$ cat src/rtl/dz_image_sel.sv
// dz_image_sel: picks the image index shown by the dz_show dot-matrix driver.
//
// Egg growth count -> egg-stage image, a timed crack frame at hatch, then an
// animal image drawn from a free-running LFSR and held until reset. A fail
// level from the game core forces a death image.
//
// Optional feature macro: DZ_BLINK_EN
//   defined   : blank toggles every BLINK_CYC cycles while in DEAD
//   undefined : blank is tied low and the blink counter is not built
//
// Ports
//   clk      in   system clock, rising edge
//   rst      in   synchronous, active-low reset
//   upd      in   one-cycle strobe sampling dz_num
//   dz_num   in   growth count from the game core (NUM_W bits)
//   fail     in   level, game lost; beats upd in the same cycle
//   img      out  registered image index to dz_show (IMG_W bits)
//   hatched  out  registered, high in HATCHED
//   blank    out  registered, high asks dz_show to blank the matrix
module dz_image_sel #(
  parameter int unsigned NUM_W       = 5,
  parameter int unsigned STAGE_SHIFT = 1,
  parameter int unsigned EGG_IMGS    = 8,
  parameter int unsigned HATCH_NUM   = 16,
  parameter int unsigned CRACK_IMG   = 12,
  parameter int unsigned CRACK_CYC   = 1000,
  parameter int unsigned ANIMAL_BASE = 8,
  parameter int unsigned N_ANIMAL    = 4,
  parameter int unsigned DEAD_IMG    = 13,
  parameter int unsigned BLINK_CYC   = 500,
  parameter int unsigned IMG_W       = 4
) (
  input  logic             clk,
  input  logic             rst,
  input  logic             upd,
  input  logic [NUM_W-1:0] dz_num,
  input  logic             fail,
  output logic [IMG_W-1:0] img,
  output logic             hatched,
  output logic             blank
);

  localparam int unsigned CrackW   = $clog2(CRACK_CYC + 1);
  localparam int unsigned ImgLimit = 1 << IMG_W;

  // Every index that can reach img must fit in IMG_W bits.
  localparam bit ParamsOk =
      (CRACK_CYC >= 1) && (BLINK_CYC >= 1) && (EGG_IMGS >= 1) &&
      (N_ANIMAL >= 1) && (N_ANIMAL <= 8) && ((N_ANIMAL & (N_ANIMAL - 1)) == 0) &&
      (EGG_IMGS - 1 < ImgLimit) && (CRACK_IMG < ImgLimit) && (DEAD_IMG < ImgLimit) &&
      (ANIMAL_BASE + N_ANIMAL - 1 < ImgLimit);

  if (!ParamsOk) begin : g_param_check
    $error("dz_image_sel: parameter set produces an image index outside IMG_W");
  end

  typedef enum logic [1:0] {StEgg, StCrack, StHatched, StDead} state_e;

  state_e             state_q, state_d;
  logic [IMG_W-1:0]   img_q, img_d;
  logic               hatched_q, hatched_d;
  logic [CrackW-1:0]  crack_q, crack_d;
  logic [2:0]         pick_q, pick_d;
  logic [7:0]         lfsr_q, lfsr_d;

  logic               hatch_req;
  logic [NUM_W-1:0]   stage_raw;
  logic [IMG_W-1:0]   egg_img;
  logic [IMG_W-1:0]   animal_img;

  // Hatch threshold compared at 32 bits so HATCH_NUM may exceed the dz_num range.
  assign hatch_req = (32'(dz_num) >= HATCH_NUM);
  assign stage_raw = dz_num >> STAGE_SHIFT;

  // Clamp before narrowing so large counts saturate at the last egg image.
  always_comb begin
    if (32'(stage_raw) > EGG_IMGS - 1) begin
      egg_img = IMG_W'(EGG_IMGS - 1);
    end else begin
      egg_img = IMG_W'(stage_raw);
    end
  end

  assign animal_img = IMG_W'(ANIMAL_BASE) + IMG_W'(pick_q);

  // Galois LFSR, x^8+x^6+x^5+x^4+1 (right-shift mask 8'hB8). Maximal length, so a
  // nonzero seed never reaches zero.
  assign lfsr_d = {1'b0, lfsr_q[7:1]} ^ (lfsr_q[0] ? 8'hB8 : 8'h00);

  // State register.
  always_ff @(posedge clk) begin
    if (!rst) begin
      state_q <= StEgg;
    end else begin
      state_q <= state_d;
    end
  end

  // Next-state logic; fail wins from every state and DEAD is absorbing.
  always_comb begin
    state_d = state_q;
    if (fail) begin
      state_d = StDead;
    end else begin
      unique case (state_q)
        StEgg:     if (upd && hatch_req) state_d = StCrack;
        StCrack:   if (crack_q == '0) state_d = StHatched;
        StHatched: state_d = StHatched;
        StDead:    state_d = StDead;
      endcase
    end
  end

  // Output / datapath next values; everything is registered below.
  always_comb begin
    img_d     = img_q;
    hatched_d = hatched_q;
    crack_d   = crack_q;
    pick_d    = pick_q;
    if (fail) begin
      img_d     = IMG_W'(DEAD_IMG);
      hatched_d = 1'b0;
    end else begin
      case (state_q)
        StEgg: begin
          if (upd) begin
            if (hatch_req) begin
              img_d   = IMG_W'(CRACK_IMG);
              crack_d = CrackW'(CRACK_CYC - 1);
              // Masking the low LFSR bits gives pick = 0 when N_ANIMAL = 1.
              pick_d  = lfsr_q[2:0] & 3'(N_ANIMAL - 1);
            end else begin
              img_d = egg_img;
            end
          end
        end
        StCrack: begin
          if (crack_q == '0) begin
            img_d     = animal_img;
            hatched_d = 1'b1;
          end else begin
            crack_d = crack_q - 1'b1;
          end
        end
        default: ;
      endcase
    end
  end

  always_ff @(posedge clk) begin
    if (!rst) begin
      img_q     <= '0;
      hatched_q <= 1'b0;
      crack_q   <= '0;
      pick_q    <= '0;
      lfsr_q    <= 8'hA5;
    end else begin
      img_q     <= img_d;
      hatched_q <= hatched_d;
      crack_q   <= crack_d;
      pick_q    <= pick_d;
      lfsr_q    <= lfsr_d;
    end
  end

  assign img     = img_q;
  assign hatched = hatched_q;

`ifdef DZ_BLINK_EN
  localparam int unsigned BlinkW = $clog2(BLINK_CYC + 1);

  logic [BlinkW-1:0] blink_q, blink_d;
  logic              blank_q, blank_d;

  // Counter is loaded on DEAD entry so the first rise lands BLINK_CYC cycles later.
  always_comb begin
    blink_d = blink_q;
    blank_d = blank_q;
    if (state_q != StDead) begin
      blank_d = 1'b0;
      if (state_d == StDead) begin
        blink_d = BlinkW'(BLINK_CYC - 1);
      end
    end else if (blink_q == '0) begin
      blank_d = ~blank_q;
      blink_d = BlinkW'(BLINK_CYC - 1);
    end else begin
      blink_d = blink_q - 1'b1;
    end
  end

  always_ff @(posedge clk) begin
    if (!rst) begin
      blink_q <= '0;
      blank_q <= 1'b0;
    end else begin
      blink_q <= blink_d;
      blank_q <= blank_d;
    end
  end

  assign blank = blank_q;
`else
  assign blank = 1'b0;
`endif

endmodule
$ cat config.mk
export PLATFORM = sky130hd
export DESIGN_NAME = dz_image_sel
export DESIGN_NICKNAME = d
export VERILOG_FILES = /design/src/rtl/dz_image_sel.sv
export SDC_FILE = /design/constraint.sdc
export NUM_CORES = 1
export LEC_CHECK = 0
export CELL_PAD_IN_SITES_DETAIL_PLACEMENT = 2
export CELL_PAD_IN_SITES_GLOBAL_PLACEMENT = 2
export CORE_UTILIZATION = 34
export DETAILED_ROUTE_END_ITERATION = 10
export PLACE_DENSITY = 0.78
export SETUP_SLACK_MARGIN = 0.2
export SLEW_MARGIN = 20
export SYNTH_ARGS = -nofsm -noshare
export SYNTH_HDL_FRONTEND = slang
export SYNTH_SLANG_ARGS = --single-unit
$ cat constraint.sdc
create_clock -name clk -period 2.3 [get_ports clk]
set_input_delay 0.46 -clock clk [delete_from_list [all_inputs] [get_ports clk]]
set_output_delay 0.46 -clock clk [all_outputs]
set_load 0.02 [all_outputs]
==> results.ini, run 1 <==
[synthesis]
synth_area_per_cell_um2 = 9.216
syn_nets = 158
yosys-top-cells-area = dfxtp_1 (40%), ha_1 (3.7%), o311a_1 (3.7%), a21oi_1 (3.0%), inv_1 (2.8%)
synthFlopType = dfxtp_1
synth-edff-count = 0
ys_ff_latch = 27
seq_area_frac_synth_pct = 40.45
syn_inst = 145
synth_top_area_share_pct = 40.45
synthArstFlopShare_pct = 0
synth_area_um2 = 1336
ys.warnings.count = 0
synth.distinct_cells = 46
yosys.area.top_type = dfxtp_1

[routing]
drc = 0
antenna_left = 0
via_per_inst = 5.552
drt_pass1_iterations = 4
first_iter_violations = 58
routed_wl_mm = 3.629
wl_per_cell_um = 17.28
vias = 1166

[clock_tree]
clkTransAtPathRegs_ps = 100
cts_setup_buffers = 0
h-tree-depth = 1
clk_path_buf_depth = 2
hold_buffers = 0
root_buffer = clkbuf_8
cts_tree = yes
clk_latency_ps = 280
numCtsBuffers = 3
cts.sinks = 27

[hold_path]
hp-class = flop to flop
hold_depth = 1
worstHoldEndpoint = lfsr_q[2]
hold_path_startpoint = lfsr_q[3]

[worst_setup_path]
critPathKind = flop to flop
crit_fanout = 7
r2r_start = crack_q[0]
rrSetupSlack_ps = 290
crit_arrival_ps = 2190
critPathRequiredTime_ps = 2480
crit_path_end_kind = flop
timing.reg2reg.worst_path_depth = 6
start_kind = flop
rr_endpoint = img[2]

[sta]
setup-violations-final = 0
skew_ps = 2.205
fmax_mhz = 497.9
rsz0062_at_grt = true
hold_ws_ps = 426.8
final.setup.tns_ps = 0
period_minus_slack_ps = 2008
setup_slack_ps = 291.5
drv_slew = 0
hold_violations = 0
finalCritPeriodShare_pct = 87.32

[cells_and_area]
final_cell_mix = dfxtp_1 (27), clkdlybuf4s50_1 (12), inv_1 (10)
area_growth_pct = 19.85
final_common_cell = dfxtp_1
n_antenna_cell = 0
drive_gt1_share_pct = 14.81
n_fill_cell = 417
finalNetCount = 176

[place]
place_ws_ps = 150.6
hpwlAfterDp_mm = 2.733
portBuffers = 12
place_congestion = 0.7545

[grt]
grt_pass1_wl_mm = 6.216
overflow = 0
antenna_found_initial = 0
grt_use_total_pct = 19.77
grt_pass1_vias = 1223
grt_max_degree = 22

[pwr]
vdd_ir_drop_max_v = 0.0003160
leakage_uw = 0.0006123
power.density_nw_per_um2 = 848.0

[floorplan]
coreArea_um2 = 3716
die_area_um2 = 4185
ios = 15
die_h_um = 64.69
initial_core_util_pct = 35.96
rows = 22
chipWidth_um = 64.69

[job]
drv_cap = 0

[status]
status = complete, no violations

## worst max-delay path, stage by stage (launching register included)
cell,delay (ps)
dfxtp_1,360
inv_1,80
ha_1,180
or4b_4,510
o31ai_4,360
a21boi_1,130
o31a_1,290
## cell usage after synthesis, types with 2 or more instances
master / n
dfxtp_1: 27
inv_1: 10
a21oi_1: 8
nand2_1: 7
nor2_1: 7
clkbuf_1: 6
nand2b_1: 5
nor3_1: 5
o311a_1: 5
and2_1: 4
ha_1: 4
o21ai_0: 4
nand3_1: 3
nand4b_1: 3
o311ai_0: 3
o31a_1: 3
xnor2_1: 3
a211oi_1: 2
buf_4: 2
mux2i_1: 2
nand4_1: 2
nor3b_1: 2
o21a_1: 2
o221a_2: 2
or2_2: 2
or4_1: 2
## kinds of logic (layout without fill, tap and decap cells)
group	Yosys count	in the layout	share of synthesized area (%)
DFF	27	27	40.45
adders and majority gates	4	4	3.745
xor gates and xnor gates	3	3	1.967
AOI/OAI and AO/OA	40	40	24.16
and+or+nand+nor	49	49	22.00
other	1	1	0.2806
buffers and inverters	19	36	5.898
muxes	2	2	1.498
## area by class of cell
type / count / area [um2] / area share, %
clock inverter: 1 / 7.507 / 0.4687
multi-input combinational: 99 / 723.2 / 45.16
sequential: 27 / 540.5 / 33.75
timing repair buffer: 21 / 187.7 / 11.72
clock buffer: 3 / 41.29 / 2.578
tap: 48 / 60.06 / 3.750
inverter: 11 / 41.29 / 2.578
## where the power goes
part	leakage [uW]	switching (uW)	internal [uW]	total [uW]
Combinational	0.000368	283	216	498
Clock	0.0000217	169	124	293
Sequential	0.000223	46.8	520	567
Total	0.000612	499	859	1360
## sequential cells by signal (all words and copies together), names as in the netlist
register,flops
hatched,1
lfsr_q,8
state_q,2
pick_q,2
img,4
crack_q,10
## how the worst max path moves through the flow
stage / from / endpoint / slack [ps] / depth (start not counted)
global placement: fail / crack_q[7] / 180 / 5
floorplan: crack_q[0] / img[2] / 510 / 6
global route: crack_q[0] / img[2] / 190 / 6
CTS: crack_q[0] / img[2] / 250 / 6
finish: crack_q[0] / img[2] / 290 / 6
detailed placement: upd / crack_q[7] / 150 / 5
## layer usage
layer / vias to the layer above / GRT usage (%) / share of wire, %
met5: - / 0 / 0
met2: 18 / 33.95 / 49
met3: 5 / 2.817 / 2.3
li1: 564 / - / -
met1: 579 / 24.86 / 47
met4: 0 / 7.500 / 1.5
## through the flow
| step | power [uW] | instances | instance area, um2 | utilization (%) |
|---|---|---|---|---|
| after floorplan | 898.8 | 145 | 1336 | - |
| after global placement | 1026 | 206 | 1546 | 41.62 |
| after detailed placement | 1063 | 206 | 1546 | 41.62 |
| after CTS | 1367 | 210 | 1602 | 43.10 |
| after global routing | 1447 | 210 | 1602 | 43.10 |
| final | 1358 | 210 | 1602 | 43.10 |
## repair_timing
item | in CTS | in global routing
resized for setup | 1 | 0
pin swaps | 0 | 2
setup endpoints to repair | 1 | 8
No activity file was read; power rests on OpenSTA's default activity.
==> run 2, diff against run 1 <==
==> constraint.sdc (replaced) <==
create_clock -name clk -period 2.3 [get_ports clk]
set_input_delay 0.46 -clock clk [delete_from_list [all_inputs] [get_ports clk]]
set_output_delay 0.46 -clock clk [all_outputs]
set_load 0.05 [all_outputs]
==> results of run 2 <==
Same layout as run 1 (identical final DEF). Status: complete, no violations.
Main changes from that run: total power 1358 uW -> 1384 uW; worst IR drop on VDD 0.0003160 V -> 0.0003167 V
==> run 3, diff against run 2 <==
--- a/config.mk
+++ b/config.mk
@@ -7,8 +7,9 @@
 export LEC_CHECK = 0
 export CELL_PAD_IN_SITES_DETAIL_PLACEMENT = 2
 export CELL_PAD_IN_SITES_GLOBAL_PLACEMENT = 2
-export CORE_UTILIZATION = 34
+export CORE_UTILIZATION = 38
 export DETAILED_ROUTE_END_ITERATION = 10
+export DONT_BUFFER_PORTS = 1
 export PLACE_DENSITY = 0.78
 export SETUP_SLACK_MARGIN = 0.2
 export SLEW_MARGIN = 20
==> results.ini, run 3 (synthesis results as in run 1) <==
[status]
status = complete, no violations

[sta]
period_minus_slack_ps = 1952  ; -56.52 ps
fmax_mhz = 512.3  ; +2.9%
finalCritPeriodShare_pct = 84.87  ; -2.5 points
rsz0062_at_grt = false
tightest_slew_ps = 534.3
final.setup.tns_ps = 0  ; unchanged
hold_violations = 0  ; unchanged
drv_slew = 0  ; unchanged
setup_slack_ps = 348.1  ; +56.52 ps
skew_ps = 4.419  ; +2.214 ps
setup-violations-final = 0  ; unchanged
relSlewSlack_pct = 64.33

[grt]
grt_max_degree = 23  ; +4.5%
antenna_found_initial = 0  ; unchanged
overflow = 0  ; unchanged
grt_pass1_vias = 1100  ; -10%
grt_pass1_wl_mm = 5.250  ; -16%
grt_use_total_pct = 19.37  ; -0.39 points

[cells_and_area]
largest_reg_flops = 10  ; unchanged
final_cell_mix = dfxtp_1 (27), inv_1 (10), a21oi_1 (8)
n_fill_cell = 402  ; -3.6%
finalNetCount = 158  ; -10%
top_register = crack_q
area_growth_pct = 5.524
final_common_cell = dfxtp_1
drive_gt1_share_pct = 13.89  ; -0.93 points
n_antenna_cell = 0  ; unchanged

[place]
portBuffers = 0  ; -12
hpwlAfterDp_mm = 2.520  ; -7.8%
place_congestion = 0.6974  ; -7.6%
place_ws_ps = 300.9  ; +150.3 ps

[job]
drv_cap = 0  ; unchanged

[routing]
antenna_left = 0  ; unchanged
wl_per_cell_um = 17.56  ; +1.6%
via_per_inst = 5.605  ; +0.95%
routed_wl_mm = 3.337  ; -8.0%
drc = 0  ; unchanged
first_iter_violations = 27  ; -53%
drt_pass1_iterations = 4  ; unchanged
vias = 1065  ; -8.7%

[worst_setup_path]
critPathRequiredTime_ps = 2530  ; +50 ps
start_kind = flop
critPathKind = flop to flop
timing.reg2reg.worst_path_depth = 7  ; +1
r2r_start = crack_q[0]
rr_endpoint = crack_q[1]
crit_fanout = 10  ; +3
crit_arrival_ps = 2180  ; about the same
rrSetupSlack_ps = 350  ; +60 ps
crit_path_end_kind = flop

[hold_path]
worstHoldEndpoint = lfsr_q[5]
hold_path_startpoint = rst
hold_depth = 1  ; unchanged
hp-class = input pin to flop

[floorplan]
initial_core_util_pct = 39.73  ; +3.8 points
rows = 21  ; -4.5%
chipWidth_um = 61.30  ; -5.2%
ios = 15  ; unchanged
die_h_um = 61.30  ; -5.2%
die_area_um2 = 3758  ; -10%
coreArea_um2 = 3363  ; -9.5%

[pwr]
vdd_ir_drop_max_v = 0.0004339
leakage_uw = 0.0005327  ; -13%
power.density_nw_per_um2 = 869.9

[clock_tree]
cts_setup_buffers = 0  ; unchanged
cts_tree = yes
numCtsBuffers = 3  ; unchanged
clkTransAtPathRegs_ps = 140  ; +40 ps
h-tree-depth = 1  ; unchanged
root_buffer = clkbuf_4
clk_latency_ps = 320  ; +40 ps
cts.sinks = 27  ; unchanged
clk_path_buf_depth = 2  ; unchanged

==> run 3: cell types whose count changed in the layout (fill, tap and decap cells not counted), moves of 3 or more <==
cell             delta
clkdlybuf4s50_1    -12
clkbuf_4            +3
clkbuf_8            -3
buf_4               -6
==> run 3: repair_timing <==
| item | CTS | global route |
|---|---|---|
| endpoints found under the setup margin | 0 | 4 |
| hold buffers | 0 | 0 |
| resized for setup | 0 | 2 |
==> run 3: per-stage QoR <==
stage / cell area (um2) / power, uW / utilization [%] / hold slack, ps / instances
2_1_floorplan: 1336 / 924.8 / - / 386.3 / 145
3_3_place_gp: 1379 / 998.4 / 41.00 / 391.5 / 186
3_5_place_dp: 1379 / 1033 / 41.00 / 408.0 / 186
4_1_cts: 1406 / 1240 / 41.82 / 191.5 / 190
5_1_grt: 1410 / 1311 / 41.93 / 168.7 / 190
6_report: 1410 / 1227 / 41.93 / 209.5 / 190
==> run 3: worst max-delay path by stage <==
stage,start,to,slack [ps],cells past startpoint
after floorplan,crack_q[0],img[2],510,6
after global placement,crack_q[0],img[2],380,6
after detailed placement,state_q[1],crack_q[7],300,6
after CTS,state_q[1],crack_q[7],270,6
after global routing,crack_q[0],crack_q[7],220,7
final,crack_q[0],crack_q[1],350,7
==> run 3: final cells by class <==
type | count | area (um2) | area share, %
clock inverter | 1 | 5.005 | 0.3549
clock buffer | 3 | 22.52 | 1.597
multi-input combinational | 99 | 720.7 | 51.11
tap | 46 | 57.56 | 4.082
sequential | 27 | 540.5 | 38.33
inverter | 11 | 41.29 | 2.928
timing repair buffer | 3 | 22.52 | 1.597
==> run 3: power breakdown <==
group / internal (uW) / switching (uW)
Combinational: 178 / 242
Clock: 65.1 / 139
Sequential: 520 / 83.1
==> run 3: critical path, stage by stage, from the launching register on <==
cell     delay [ps]
dfxtp_1         370
inv_1            70
ha_1            170
or4b_4          510
nor3_2          210
buf_4           200
a21oi_1          80
o221a_2         250
==> run 3: layer usage <==
metal  wire (um)  up-vias  share of wire [%]  track usage, %
li1            -      530                  -               -
met1        1532      519                 46           23.16
met2        1677       14                 50           35.09
met3         104        2                3.1           5.042
met4          23        0               0.69           3.571
met5           0        -                  0               0
